===== config.mk =====
export PLATFORM = sky130hd
export DESIGN_NAME = sr_pulse_driver
export DESIGN_NICKNAME = d
export VERILOG_FILES = /design/src/rtl/sr_pulse_driver.sv
export SDC_FILE = /design/constraint.sdc
export NUM_CORES = 1
export LEC_CHECK = 0
export CORE_AREA = 2 2 39 41
export DETAILED_ROUTE_END_ITERATION = 6
export DIE_AREA = 0 0 41 43
export PLACE_DENSITY = 0.72
export SYNTH_ARGS = -nofsm -noshare
export SYNTH_HDL_FRONTEND = slang
export SYNTH_SLANG_ARGS = --single-unit
export TNS_END_PERCENT = 10

===== constraint.sdc =====
create_clock -name clk -period 2.9 [get_ports clk]
set_input_delay 0.725 -clock clk [delete_from_list [all_inputs] [get_ports clk]]
set_output_delay 0.725 -clock clk [all_outputs]
set_load 0.03 [all_outputs]

===== src/rtl/sr_pulse_driver.sv =====
// Set/reset latch pulse driver: turns level requests into timed, exclusive S/R pulses
// followed by an idle gap. Optional fb_q readback check is enabled by SR_READBACK_CHECK_EN.
module sr_pulse_driver #(
  parameter int PULSE_W = 4,
  parameter int GAP_W   = 2
) (
  input  logic clk,
  input  logic rst,
  input  logic req_valid,
  input  logic req_level,
  output logic req_ready,
  output logic S,
  output logic R,
  output logic q_exp,
  output logic q_known,
  output logic busy,
  input  logic fb_q,
  output logic err
);

  localparam int MAXW = (PULSE_W > GAP_W) ? PULSE_W : GAP_W;
  localparam int CW   = (MAXW < 1) ? 1 : $clog2(MAXW + 1);
  localparam logic [CW-1:0] PULSE_LOAD = CW'(PULSE_W - 1);
  localparam logic [CW-1:0] GAP_LOAD   = CW'((GAP_W > 0) ? (GAP_W - 1) : 0);

  typedef enum logic [1:0] {IDLE, PULSE, GAP} state_t;

  state_t        state_q, state_d;
  logic [CW-1:0] cnt_q, cnt_d;
  logic          level_q, level_d;
  logic          s_q, s_d;
  logic          r_q, r_d;
  logic          qexp_q, qexp_d;
  logic          qknown_q, qknown_d;
  logic          busy_q, busy_d;
  logic          ret_idle;

  always_comb begin
    state_d  = state_q;
    cnt_d    = cnt_q;
    level_d  = level_q;
    s_d      = s_q;
    r_d      = r_q;
    qexp_d   = qexp_q;
    qknown_d = qknown_q;
    ret_idle = 1'b0;
    case (state_q)
      IDLE: begin
        // A request matching a known latch level needs no pulse.
        if (req_valid && !(qknown_q && (req_level == qexp_q))) begin
          state_d = PULSE;
          cnt_d   = PULSE_LOAD;
          level_d = req_level;
          s_d     = req_level;
          r_d     = ~req_level;
        end
      end
      PULSE: begin
        if (cnt_q == '0) begin
          s_d      = 1'b0;
          r_d      = 1'b0;
          qexp_d   = level_q;
          qknown_d = 1'b1;
          if (GAP_W == 0) begin
            state_d  = IDLE;
            ret_idle = 1'b1;
          end else begin
            state_d = GAP;
            cnt_d   = GAP_LOAD;
          end
        end else begin
          cnt_d = cnt_q - 1'b1;
        end
      end
      GAP: begin
        if (cnt_q == '0) begin
          state_d  = IDLE;
          ret_idle = 1'b1;
        end else begin
          cnt_d = cnt_q - 1'b1;
        end
      end
      default: begin
        state_d = IDLE;
        s_d     = 1'b0;
        r_d     = 1'b0;
      end
    endcase
    busy_d = (state_d != IDLE);
  end

  always_ff @(posedge clk or posedge rst) begin
    if (rst) begin
      state_q  <= IDLE;
      cnt_q    <= '0;
      level_q  <= 1'b0;
      s_q      <= 1'b0;
      r_q      <= 1'b0;
      qexp_q   <= 1'b0;
      qknown_q <= 1'b0;
      busy_q   <= 1'b0;
    end else begin
      state_q  <= state_d;
      cnt_q    <= cnt_d;
      level_q  <= level_d;
      s_q      <= s_d;
      r_q      <= r_d;
      qexp_q   <= qexp_d;
      qknown_q <= qknown_d;
      busy_q   <= busy_d;
    end
  end

  assign req_ready = (state_q == IDLE);
  assign S         = s_q;
  assign R         = r_q;
  assign q_exp     = qexp_q;
  assign q_known   = qknown_q;
  assign busy      = busy_q;

`ifdef SR_READBACK_CHECK_EN
  logic err_q;

  // level_q is compared rather than qexp_q since with GAP_W==0 both update on the same edge.
  always_ff @(posedge clk or posedge rst) begin
    if (rst) begin
      err_q <= 1'b0;
    end else if (ret_idle && (fb_q != level_q)) begin
      err_q <= 1'b1;
    end
  end

  assign err = err_q;
`else
  logic unused_readback;
  assign unused_readback = fb_q ^ ret_idle;
  assign err = 1'b0;
`endif

endmodule


# After elaboration in Yosys (flattened, before gate mapping)
# Index checks and enable logic that the tools add are counted.
# totals
ff_bits	11
input_bits	5
output_inout_bits	7
elab_cells	41
# op_classes
n_addsub	1
eq_ne	6
muxes	13
n_bitwise	2
reduce_logical	11
# op_table
operator	count
$mux 3	3
$pmux 3 s3	1
$mux 2	3
$pmux 1 s3	2
$pmux 2 s3	1
$reduce_and 3->1	2
$ne 2x2->1 const B	2
$reduce_and 2->1	2
$logic_not 3->1	1
$mux 1	3
$reduce_bool 3->1	1
$sub 3x1->3 const B	1
$eq 2x1->1 const B	1
$eq 2x2->1 const B	1
$logic_and 1x1->1	2
$logic_not 2->1	1
$ne 2x1->1 const B	1
$not 1->1	2
$reduce_bool 2->1	1
$eq 1x1->1	1
$logic_not 1->1	1

# Longest topological paths before layout
# Gate-level depths: netlist of run 1.
# depth
ltp_word	7
depth_mapped	6
ltp_nobuf	6

# Worst setup path before layout of run 1
# Ideal clock, no wire load.
# synth_path
kind	register to register
startpoint	register state_q[1]
endpoint	register cnt_q[1]
setup_ps	121
t_arrival_ps	1589
t_required_ps	2779
setup_slack_ps	1190
stages_incl_launch_ff	7
n_path_buf	0
synth_period_minus_slack_ps	1710
path_cell_list	dfrtp_1 > inv_1 > ha_1 > nor2b_1 > a31oi_4 > and2_1 > o22a_1
# synth_via
elab_chain_len	3
word_cells_on_any_way	8
cone_classes	eq/ne (4); mux (1); reduce/logical (3)
# synth_rtl
item	line_no	source
start: declaration	28	state_t state_q, state_d;
start signal: assignment	103	state_q <= state_d;
$logic_not 2->1 *	-	
net req_ready	11	output logic req_ready,
$ne 2x1->1 (no source line) or $reduce_bool 3->1 (tied branches)	-	
$reduce_and 3->1 (no source line)	-	
end signal: assignment	104	cnt_q <= cnt_d;
end: declaration	29	logic [CW-1:0] cnt_q, cnt_d;
# Mark *: on every way through the listed nets, which the timed path passes. The rest lies on a longest branch.
# A chain may end at the register's enable or synchronous reset.

# Final worst setup path of run 1
# layout_path
startpoint	register state_q[1]
endpoint	output port req_ready
# layout_via
elab_chain_len	1
# layout_rtl
item	line_no	source
$logic_not 2->1	114	assign req_ready = (state_q == IDLE);
end: declaration	11	
# No other way between the ends.

==> metrics, run 1 <==
port bufs 9; clock-pin slew on the worst setup and hold paths 0.07 ns; Max H-tree Level 1; die span in x 41 um; count leader, synth dfrtp_1; Die ar. 0.001763 mm2; Site Rows 14; CTS Sinks 11; f_max 397.3 MHz; YS warnings 0; fin. max-slew vios 0; largest net degree at the start of global routing 12; synth top area cells dfrtp_1 (43%), ha_1 (12%), a21oi_1 (7.1%), mux2_2 (3.5%), a31oi_4 (3.3%); ANT cells 0; FF+latch count, synth 11; initial DRC count 7; Synth top cells by count dfrtp_1 (11), a21oi_1 (9), ha_1 (6); CTS tree built; ordered list of cells on the worst path inv_1, ha_1, clkdlybuf4s50_1; syn_area_per_cell 10.64 um2; Clock Power Share 11.0%; status complete, no violations; Die H 43 um; Core Footprint 0.001384 mm2; LEAKAGE 0.3369 nW; kind of critical path reg2out; vias post-DR 463; post-synthesis sequential area ratio 43.14%; total grt overflow 0; WHS 0.4957 ns; DRT Pass-1 Iters 5; Setup Viol. Count Final 0; IR drop worst, VDD 538.2 uV; total track usage 16.56%; Startpoint Class register; top_reg_cell synth dfrtp_1; Cell Pwr Density 1231 mW/mm2; clk_lat worst skew 0.26 ns; DP HPWL 852.8 um; Routed WL per cell 12.67 um; async set or reset register ratio after synthesis 100.0%; Flop pwr share 29.1%; post-CTS sizing 0; gp weighted congestion 0.7246; Syn Nets 71; share of the synthesized area in the top cell type 43.14%; CP max stage delay 0.71 ns; DR vias/cell 5.261; total CTS buffers 3; Initial Utilization 46.11%; clock skew 0.0006686 ns; Nets 84; Worst Path Arrival 1.79 ns; number of setup buffers added after CTS 0; Period minus WS final 2.517 ns; post-synth top area cell dfrtp_1; Max-Cap Viols 0; Worst Path Max Fanout 5; share of layout cells above drive strength 1 11.11%; switching share of power 44.51%; Fin. Hold Viols 0; Fill cells 126; antenna violations before repair 0; global-route wire length before repair 1987 um; # DRC 0; Internal 0.0005238 W; antenna-violating nets left 0; Slowest-stage cell, CP clkdlybuf4s50_1; Post-Syn Instances 60; Cell variety after synth 22; Root Buffer clkbuf_4; Comb pwr share 59.9%; Worst setup EP type primary output; Layout area overhead 20.20%; I/O pin total 12; RSZ-0062 raised after global routing false; HP Class reg2reg; EDFF count, synth 0; synthesized cell area 638.1 um2; post-cts hold buffer count 0; period utilisation layout 86.78%; DP Area 740.7 um2; net load switching power 0.0004202 W; Design Area, Final 767.0 um2; final setup TNS 0 ns; vias in the first global route 472; Max clock buf depth 2; routed wire length 1115 um; Critical Path RT 2.17 ns
-- layout by cell type (no fill, tap or decap), drive strengths merged, types with 2 or more instances in the layout --
cell type,count
o21bai,2
nand2b,2
nor3b,2
o22a,2
nor2,2
mux2,2
clkdlybuf4s50,9
a21oi,9
ha,6
dfrtp,11
inv,5
nand2,5
nor2b,2
clkbuf,4
-- worst paths after layout --
kind,startpoint,slack [ns],depth (start not counted),endpoint
worst min register to register,R$_DFFE_PP0P_,0.50,1,R$_DFFE_PP0P_
worst max-delay path,state_q[1]$_DFF_PP0_,0.38,3,req_ready
min in group asynchronous,rst,0.74,2,busy$_DFF_PP0_
worst min-delay path,R$_DFFE_PP0P_,0.50,1,R$_DFFE_PP0P_
worst max register to register,state_q[1]$_DFF_PP0_,1.21,5,level_q$_DFFE_PP0P_
max in group asynchronous,rst,1.87,2,R$_DFFE_PP0P_
-- area by class of cell --
class / count / area [um2] / area share (%)
multi-input cells: 43 / 336.6 / 43.88
flip-flops and latches: 11 / 275.3 / 35.89
repair buffers: 9 / 90.09 / 11.75
clock buffers: 4 / 26.28 / 3.426
well taps: 16 / 20.02 / 2.610
inverters: 5 / 18.77 / 2.447
-- power groups by stage --
stage	clock network, W	registers, W	logic, W
final	0.000103	0.000275	0.000566
after global placement	0	0.000275	0.000554
after floorplan	0	0.000322	0.000365
after CTS	0.000108	0.000276	0.000566
after detailed placement	0	0.000278	0.000562
after global routing	0.000112	0.000285	0.000622
-- cell families (layout without fill, tap and decap cells) --
| group | count (synthesis) | after routing | share of synthesized area [%] |
|---|---|---|---|
| AOI/OAI and AO/OA | 17 | 17 | 20.78 |
| and+or+nand+nor | 16 | 16 | 13.53 |
| DFF | 11 | 11 | 43.14 |
| adders and majority gates | 6 | 6 | 11.76 |
| buffers and inverters | 6 | 18 | 4.118 |
| muxes | 2 | 2 | 3.529 |
| other | 1 | 1 | 0.5877 |
| xor gates and xnor gates | 1 | 1 | 2.550 |
-- metrics by stage --
stage	total power [W]	util, %	instances	setup WS, ns
after floorplan	0.0006865	-	60	1.190
after CTS	0.0009500	55.43	88	0.3680
after global placement	0.0008281	53.53	84	0.6603
after detailed placement	0.0008401	53.53	84	0.6230
final	0.0009440	55.43	88	0.3833
after global routing	0.001019	55.43	88	0.2745
-- critical path, delay by kind of cell, from the launching register on --
kind / cells / cell delay (ns)
adders and majority gates: 1 / 0.29
DFF: 1 / 0.40
buffers and inverters: 2 / 0.83
-- routing by layer --
layer / vias to the layer above / track usage, % / part of all wire, %
li1: 237 / - / -
met1: 215 / 24.91 / 51
met2: 8 / 22.19 / 44
met3: 3 / 4.712 / 3.0
met4: 0 / 6.000 / 1.7
met5: - / 0 / 0
-- flip-flops by register name, summed over array words and instances (netlist names) --
signal and count:
cnt_q 3, state_q 2, R 1, S 1, busy 1, level_q 1, q_exp 1, q_known 1
Note: power is estimated with default switching activity, not from simulation.
==> inputs of run 2 (changes only) <==
--- a/config.mk
+++ b/config.mk
@@ -8,6 +8,7 @@
 export CORE_AREA = 2 2 39 41
 export DETAILED_ROUTE_END_ITERATION = 6
 export DIE_AREA = 0 0 41 43
+export HOLD_SLACK_MARGIN = 0.12
 export PLACE_DENSITY = 0.72
 export SYNTH_ARGS = -nofsm -noshare
 export SYNTH_HDL_FRONTEND = slang
==> results of run 2 <==
Same layout as run 1: the final DEF is identical, and so are final timing and power.
==> inputs of run 3 (changes only) <==
--- a/config.mk
+++ b/config.mk
@@ -6,6 +6,8 @@
 export NUM_CORES = 1
 export LEC_CHECK = 0
 export CORE_AREA = 2 2 39 41
+export CTS_CLUSTER_DIAMETER = 100
+export CTS_CLUSTER_SIZE = 20
 export DETAILED_ROUTE_END_ITERATION = 6
 export DIE_AREA = 0 0 41 43
 export HOLD_SLACK_MARGIN = 0.12
==> results of run 3 <==
Same layout as run 1: the final DEF is identical, and so are final timing and power.
